[src/rtl/snake_pkg.sv]
// Shared definitions for the Digital Snake controller: FSM state width and encodings.
package snake_pkg;
    localparam int STATE_W = 3;
    typedef logic [STATE_W-1:0] state_t;

    localparam logic [STATE_W-1:0] ST_IDLE      = 3'd0;
    localparam logic [STATE_W-1:0] ST_COUNTDOWN = 3'd1;
    localparam logic [STATE_W-1:0] ST_RUN       = 3'd2;
    localparam logic [STATE_W-1:0] ST_PAUSE     = 3'd3;
    localparam logic [STATE_W-1:0] ST_LIFE_LOST = 3'd4;
    localparam logic [STATE_W-1:0] ST_GAME_OVER = 3'd5;
endpackage

[src/rtl/snake_game_ctrl_btn_rise.sv]
// Rising-edge detector for a debounced button level.
module btn_rise (
    input  logic clk,
    input  logic rst,
    input  logic btn,
    output logic rise
);
    logic btn_q;

    // NOTE: history resets to 1 so a button already held when reset releases yields no edge.
    always_ff @(posedge clk or posedge rst) begin
        if (rst) btn_q <= 1'b1;
        else     btn_q <= btn;
    end

    assign rise = btn & ~btn_q;
endmodule

[src/rtl/snake_game_ctrl.sv]
// Snake game flow controller: lives, countdown, level progression and timed game-over hold.
module snake_game_ctrl
    import snake_pkg::*;
#(
    parameter int LIVES          = 3,
    parameter int CD_TICKS       = 3,
    parameter int OVER_TICKS     = 8,
    parameter int APPLES_PER_LVL = 5,
    parameter int LVL_MAX        = 7,
    localparam int LIFE_W        = $clog2(LIVES + 1),
    localparam int LVL_W         = $clog2(LVL_MAX + 1),
    localparam int CD_W          = $clog2(CD_TICKS + 1)
) (
    input  logic              clk,
    input  logic              rst,
    input  logic              tick,
    input  logic              start_btn,
    input  logic              pause_btn,
    input  logic              dead_in,
    input  logic              apple_in,
    output logic [2:0]        state,
    output logic              run_en,
    output logic              respawn,
    output logic              game_over,
    output logic [LIFE_W-1:0] lives,
    output logic [LVL_W-1:0]  level,
    output logic [CD_W-1:0]   cd_val
);
    localparam int APL_W  = $clog2(APPLES_PER_LVL + 1);
    localparam int HOLD_W = $clog2(OVER_TICKS + 1);

    localparam logic [LIFE_W-1:0] LIVES_INIT = LIFE_W'(LIVES);
    localparam logic [LIFE_W-1:0] LIFE_LAST  = LIFE_W'(1);
    localparam logic [LVL_W-1:0]  LVL_FIRST  = LVL_W'(1);
    localparam logic [LVL_W-1:0]  LVL_TOP    = LVL_W'(LVL_MAX);
    localparam logic [CD_W-1:0]   CD_INIT    = CD_W'(CD_TICKS);
    localparam logic [CD_W-1:0]   CD_LAST    = CD_W'(1);
    localparam logic [APL_W-1:0]  APL_LAST   = APL_W'(APPLES_PER_LVL - 1);
    localparam logic [HOLD_W-1:0] HOLD_INIT  = HOLD_W'(OVER_TICKS);

    logic start_rise, pause_rise;

    btn_rise u_start_rise (.clk(clk), .rst(rst), .btn(start_btn), .rise(start_rise));
    btn_rise u_pause_rise (.clk(clk), .rst(rst), .btn(pause_btn), .rise(pause_rise));

    logic [2:0]        state_nxt;
    logic [LIFE_W-1:0] lives_nxt;
    logic [LVL_W-1:0]  level_nxt;
    logic [CD_W-1:0]   cd_nxt;
    logic [APL_W-1:0]  apple_cnt, apple_nxt;
    logic [HOLD_W-1:0] hold_cnt, hold_nxt;
    logic              respawn_nxt, game_over_nxt;

    // NOTE: every combinational output takes a default first, so no path can infer a latch.
    always_comb begin
        state_nxt     = state;
        lives_nxt     = lives;
        level_nxt     = level;
        cd_nxt        = cd_val;
        apple_nxt     = apple_cnt;
        hold_nxt      = hold_cnt;
        respawn_nxt   = 1'b0;
        game_over_nxt = 1'b0;

        case (state)
            ST_IDLE: begin
                if (start_rise) begin
                    state_nxt   = ST_COUNTDOWN;
                    lives_nxt   = LIVES_INIT;
                    level_nxt   = LVL_FIRST;
                    apple_nxt   = '0;
                    cd_nxt      = CD_INIT;
                    respawn_nxt = 1'b1;
                end
            end
            ST_COUNTDOWN: begin
                if (tick) begin
                    if (cd_val == CD_LAST) begin
                        state_nxt = ST_RUN;
                        cd_nxt    = '0;
                    end else begin
                        cd_nxt = cd_val - 1'b1;
                    end
                end
            end
            ST_RUN: begin
                if (dead_in) begin
                    lives_nxt = lives - 1'b1;
                    if (lives == LIFE_LAST) begin
                        state_nxt     = ST_GAME_OVER;
                        game_over_nxt = 1'b1;
                        hold_nxt      = HOLD_INIT;
                    end else begin
                        state_nxt = ST_LIFE_LOST;
                    end
                end else if (start_rise) begin
                    state_nxt = ST_IDLE;
                end else begin
                    // A pause edge still lets an apple from the same clock count.
                    if (pause_rise) state_nxt = ST_PAUSE;
                    if (apple_in) begin
                        if (apple_cnt == APL_LAST) begin
                            apple_nxt = '0;
                            if (level != LVL_TOP) level_nxt = level + 1'b1;
                        end else begin
                            apple_nxt = apple_cnt + 1'b1;
                        end
                    end
                end
            end
            ST_PAUSE: begin
                if (start_rise) begin
                    state_nxt = ST_IDLE;
                end else if (pause_rise) begin
                    state_nxt = ST_COUNTDOWN;
                    cd_nxt    = CD_INIT;
                end
            end
            ST_LIFE_LOST: begin
                state_nxt   = ST_COUNTDOWN;
                cd_nxt      = CD_INIT;
                respawn_nxt = 1'b1;
            end
            ST_GAME_OVER: begin
                if (tick && hold_cnt != '0) hold_nxt = hold_cnt - 1'b1;
                if (start_rise && hold_cnt == '0) begin
                    state_nxt = ST_IDLE;
                    lives_nxt = LIVES_INIT;
                    level_nxt = LVL_FIRST;
                end
            end
            default: state_nxt = ST_IDLE;
        endcase
    end

    // NOTE: sequential state uses non-blocking assignments so all registers update together.
    always_ff @(posedge clk or posedge rst) begin
        if (rst) begin
            state     <= ST_IDLE;
            run_en    <= 1'b0;
            respawn   <= 1'b0;
            game_over <= 1'b0;
            lives     <= LIVES_INIT;
            level     <= LVL_FIRST;
            cd_val    <= '0;
            apple_cnt <= '0;
            hold_cnt  <= '0;
        end else begin
            state     <= state_nxt;
            run_en    <= (state_nxt == ST_RUN);
            respawn   <= respawn_nxt;
            game_over <= game_over_nxt;
            lives     <= lives_nxt;
            level     <= level_nxt;
            cd_val    <= cd_nxt;
            apple_cnt <= apple_nxt;
            hold_cnt  <= hold_nxt;
        end
    end
endmodule

[config.mk]
export PLATFORM = sky130hd
export DESIGN_NAME = snake_game_ctrl
export DESIGN_NICKNAME = d
export VERILOG_FILES = /design/src/rtl/snake_pkg.sv /design/src/rtl/snake_game_ctrl_btn_rise.sv /design/src/rtl/snake_game_ctrl.sv
export SDC_FILE = /design/constraint.sdc
export NUM_CORES = 1
export LEC_CHECK = 0
export ABC_AREA = 1
export BUFFER_PORTS_ARGS = -buffer_cell sky130_fd_sc_hd__buf_2
export CAP_MARGIN = 30
export CORE_MARGIN = 4
export CORE_UTILIZATION = 50
export CTS_CLUSTER_SIZE = 12
export DETAILED_ROUTE_END_ITERATION = 10
export PLACE_DENSITY = 0.77
export SLEW_MARGIN = 20
export SYNTH_ARGS = -nofsm -noshare
export SYNTH_HDL_FRONTEND = slang
export SYNTH_SLANG_ARGS = --single-unit
[constraint.sdc]
create_clock -name clk -period 1.35 [get_ports clk]
set_input_delay 0.27 -clock clk [delete_from_list [all_inputs] [get_ports clk]]
set_output_delay 0.27 -clock clk [all_outputs]
set_load 0.1 [all_outputs]
==> reports/results.tsv <==
stage	metric	value	unit
status	status	finished, violations left	
status	failing checks	setup timing	
die	IO Pins	20	
layout	final core occ	87.00	%
hold_path	Hold Crit Depth	1	
die	row cnt	18	
power_and_ir_drop	switching power total	0.002542	W
yosys	share of the synthesized area in the top cell type	33.33	%
layout	# nets final	237	
setup_path	Setup CP Type	flip-flop to primary output	
yosys	synth warn	0	
power_and_ir_drop	VDD IR-drop max	2.037	mV
route	total number of vias	1458	
layout	share of layout cells above drive strength 1	54.95	%
yosys	synthesized instance count	162	
layout	Design Area, Final	2136	sq um
cts	CTS tree	done	
layout	Area Overhead vs Synth	67.35	%
cts	root buffer cell	clkbuf_4	
setup_path	Crit path buffers/inverters	2	
flow_run	max_cap viols	0	
timing	fin crit period	1.548	ns
power_and_ir_drop	Power Dens Cells	2293	nW/um^2
global_route	All-Layer GR Usage	25.21	%
yosys	top cells by area, synth	dfrtp_1 33%, nand2_1 13%, dfstp_2 10%	
route	drt pass-1 iters	5	
yosys	synth unique cells	23	
place	placed cell area	1842	sq um
setup_path	cell family with most CP delay	flip-flops	
power_and_ir_drop	P_leak	1.024	nW
route	Post-Route WL	4.785	mm
layout	n_diodes	0	
global_route	initial antenna violation count	0	
hold_path	hold_sp	pause_btn	
setup_path	Worst EP required	1.08	ns
cts	Worst-path clk slew	0.13	ns
setup_path	Crit Path Max Fanout	2	
setup_path	Worst R2R Setup Slack	-0.18	ns
yosys	syn_area_per_cell	7.878	sq um
timing	RSZ-0062 raised after global routing	yes	
global_route	vias in the first global route	1401	
timing	final worst slack	-0.1983	ns
die	die height	58.52	um
global_route	largest net degree at the start of global routing	23	
setup_path	startpoint class of the critical path	flip-flop	
timing	period utilisation layout	114.7	%
setup_path	crit path cell chain	buf_6 -> buf_12	
timing	Slew Viols, Final	0	
timing	Max Fclk	645.9	MHz
route	DRT antenna net count	0	
setup_path	R2R Path End	level[2]	
setup_path	CP max-delay cell	dfstp_4	
yosys	Mapped Nets	176	
setup_path	CP peak stage delay	0.67	ns
global_route	GRT Residual Overflow	0	
cts	H-tree Lvls	1	
timing	final setup violation count	25	
hold_path	WHS Endpoint	u_pause_rise.btn_q	
setup_path	crit path DAT	1.28	ns
hold_path	hold crit path type	input pin to flip-flop	
power_and_ir_drop	Internal	0.002356	W
timing	Sum Neg Setup Slack	-2.808	ns
yosys	synthesized cell area	1276	sq um
yosys	register area share after synthesis	43.63	%
route	routed len/inst	18.99	um
yosys	post-synth top area cell	dfrtp_1	
die	Die W	58.52	um
die	Core ar.	2455	sq um
yosys	Yosys reg bits	22	
global_route	first-pass GRT wire length	6.499	mm
route	Vias/cell	5.786	
power_and_ir_drop	Comb pwr share	68.9	%
place	Placer Congestion	0.7861	
timing	worst-margin pin slew	0.3047	ns
timing	Slew headroom	79.53	%
setup_path	worst reg2reg path depth	8	
setup_path	CP Capture Type	primary output	
route	DRT iter0 DRCs	115	
timing	Setup Skew	0.009185	ns
setup_path	R2R Path Start	level[0]	
power_and_ir_drop	clock share of power	6.8	%
place	final HPWL from detailed placement	2.611	mm
layout	fin cells	252	
place	Port Buffers	19	
power_and_ir_drop	Total Power	0.004898	W
cts	clock sink total	22	
cts	Clk Latency, worst-skew pair	0.32	ns
timing	final hold violation count	0	
power_and_ir_drop	Sequential Power Share	24.3	%
cts	Max Buffers Root-to-Sink	2	
layout	Fillers	112	
die	Die Area	3425	sq um
cts	number of buffers created by CTS	3	
die	Initial Utilization	51.99	%
power_and_ir_drop	Sw Ratio	51.91	%
route	DRC errors left	0	
place	placed cell count	232	
-- Yosys cell counts (all sizes together) --
library cell,count
dfrtp,17
nand2,46
dfstp,5
ha,7
nand3b,1
nand4,6
xor2,1
nor2,19
nand3,15
inv,22
or2,2
nor3,2
a21oi,7
o21ai,12
-- area by class of cell --
class	instances	area (sq um)	area share, %
inverters	22	90.09	4.218
clock buffers	4	26.28	1.230
multi-input cells	118	819.5	38.37
repair buffers	56	570.5	26.71
well taps	30	37.54	1.757
flip-flops and latches	22	591.8	27.71
-- power by group through the flow --
| stage | clock (W) | combinational, W | sequential (W) |
|---|---|---|---|
| global route | 0.000346 | 0.00357 | 0.00121 |
| CTS | 0.000319 | 0.00306 | 0.00117 |
| finish | 0.000334 | 0.00337 | 0.00119 |
| detailed placement | 0 | 0.00278 | 0.00117 |
| global placement | 0 | 0.00266 | 0.00115 |
| floorplan | 0 | 0.000946 | 0.00199 |
-- per-stage QoR --
step | setup slack, ns | hold WS, ns
floorplan | -0.2076 | 0.2556
global placement | -0.04285 | 0.3142
detailed placement | -0.09475 | 0.3212
CTS | -0.1587 | 0.05419
global route | -0.2623 | 0.05651
finish | -0.1983 | 0.05550
-- layout by cell type, fill, tap and decap left out, drive strengths merged, types with 7 or more instances in the layout --
cell	instances
a21oi	7
buf	53
dfrtp	17
ha	7
inv	22
nand2	46
nand3	15
nor2	19
o21ai	12
-- metal layers --
metal | global-route usage, % | share of wire (%) | up-vias
met5 | 0 | 0 | -
met4 | 11.26 | 5.2 | 0
met3 | 2.851 | 5.2 | 25
met2 | 46.09 | 54 | 75
met1 | 29.25 | 36 | 714
li1 | - | - | 644
-- worst max-delay path by stage --
stage,cells past startpoint,from,to
2_1_floorplan,8,level[1],level[2]
3_3_place_gp,8,level[1],level[2]
3_5_place_dp,8,level[1],level[2]
4_1_cts,2,level[0],level[0]
5_1_grt,8,level[0],level[2]
6_report,2,level[0],level[0]
-- registers in the layout, indices dropped and copies added, names as in the netlist --
| register | flops |
|---|---|
| u_start_rise.btn_q | 1 |
| respawn | 1 |
| u_pause_rise.btn_q | 1 |
| level | 3 |
| hold_cnt | 4 |
| state | 3 |
| cd_val | 2 |
| apple_cnt | 3 |
| run_en | 1 |
| lives | 2 |
| game_over | 1 |
-- timing repair --
action | CTS | global route
endpoints found under the hold margin | 17 | 0
endpoints found under the setup margin | 21 | 28
pin swaps | 10 | 15
setup buffers | 9 | 6
hold buffers | 1 | 0
resized for setup | 26 | 19
-- worst reg2reg max path, stage by stage (launching register included) --
cell	delay, ns
dfstp_4	0.52
ha_4	0.17
ha_4	0.15
a21oi_2	0.11
nand2_1	0.08
nand2_2	0.10
nand4_1	0.14
nand2_1	0.11
nand2_1	0.06
-- cells by family (layout without fill, tap and decap cells) --
kind of cell               after synthesis  after routing  synth area share, %
adders and majority gates                7              7                6.862
buffers and inverters                   22             82                6.667
xor gates and xnor gates                 1              1               0.6864
and+or+nand+nor                         91             91                34.41
DFF                                     22             22                43.63
AOI/OAI and AO/OA                       19             19                7.746
No activity file was read; power rests on OpenSTA's default activity.
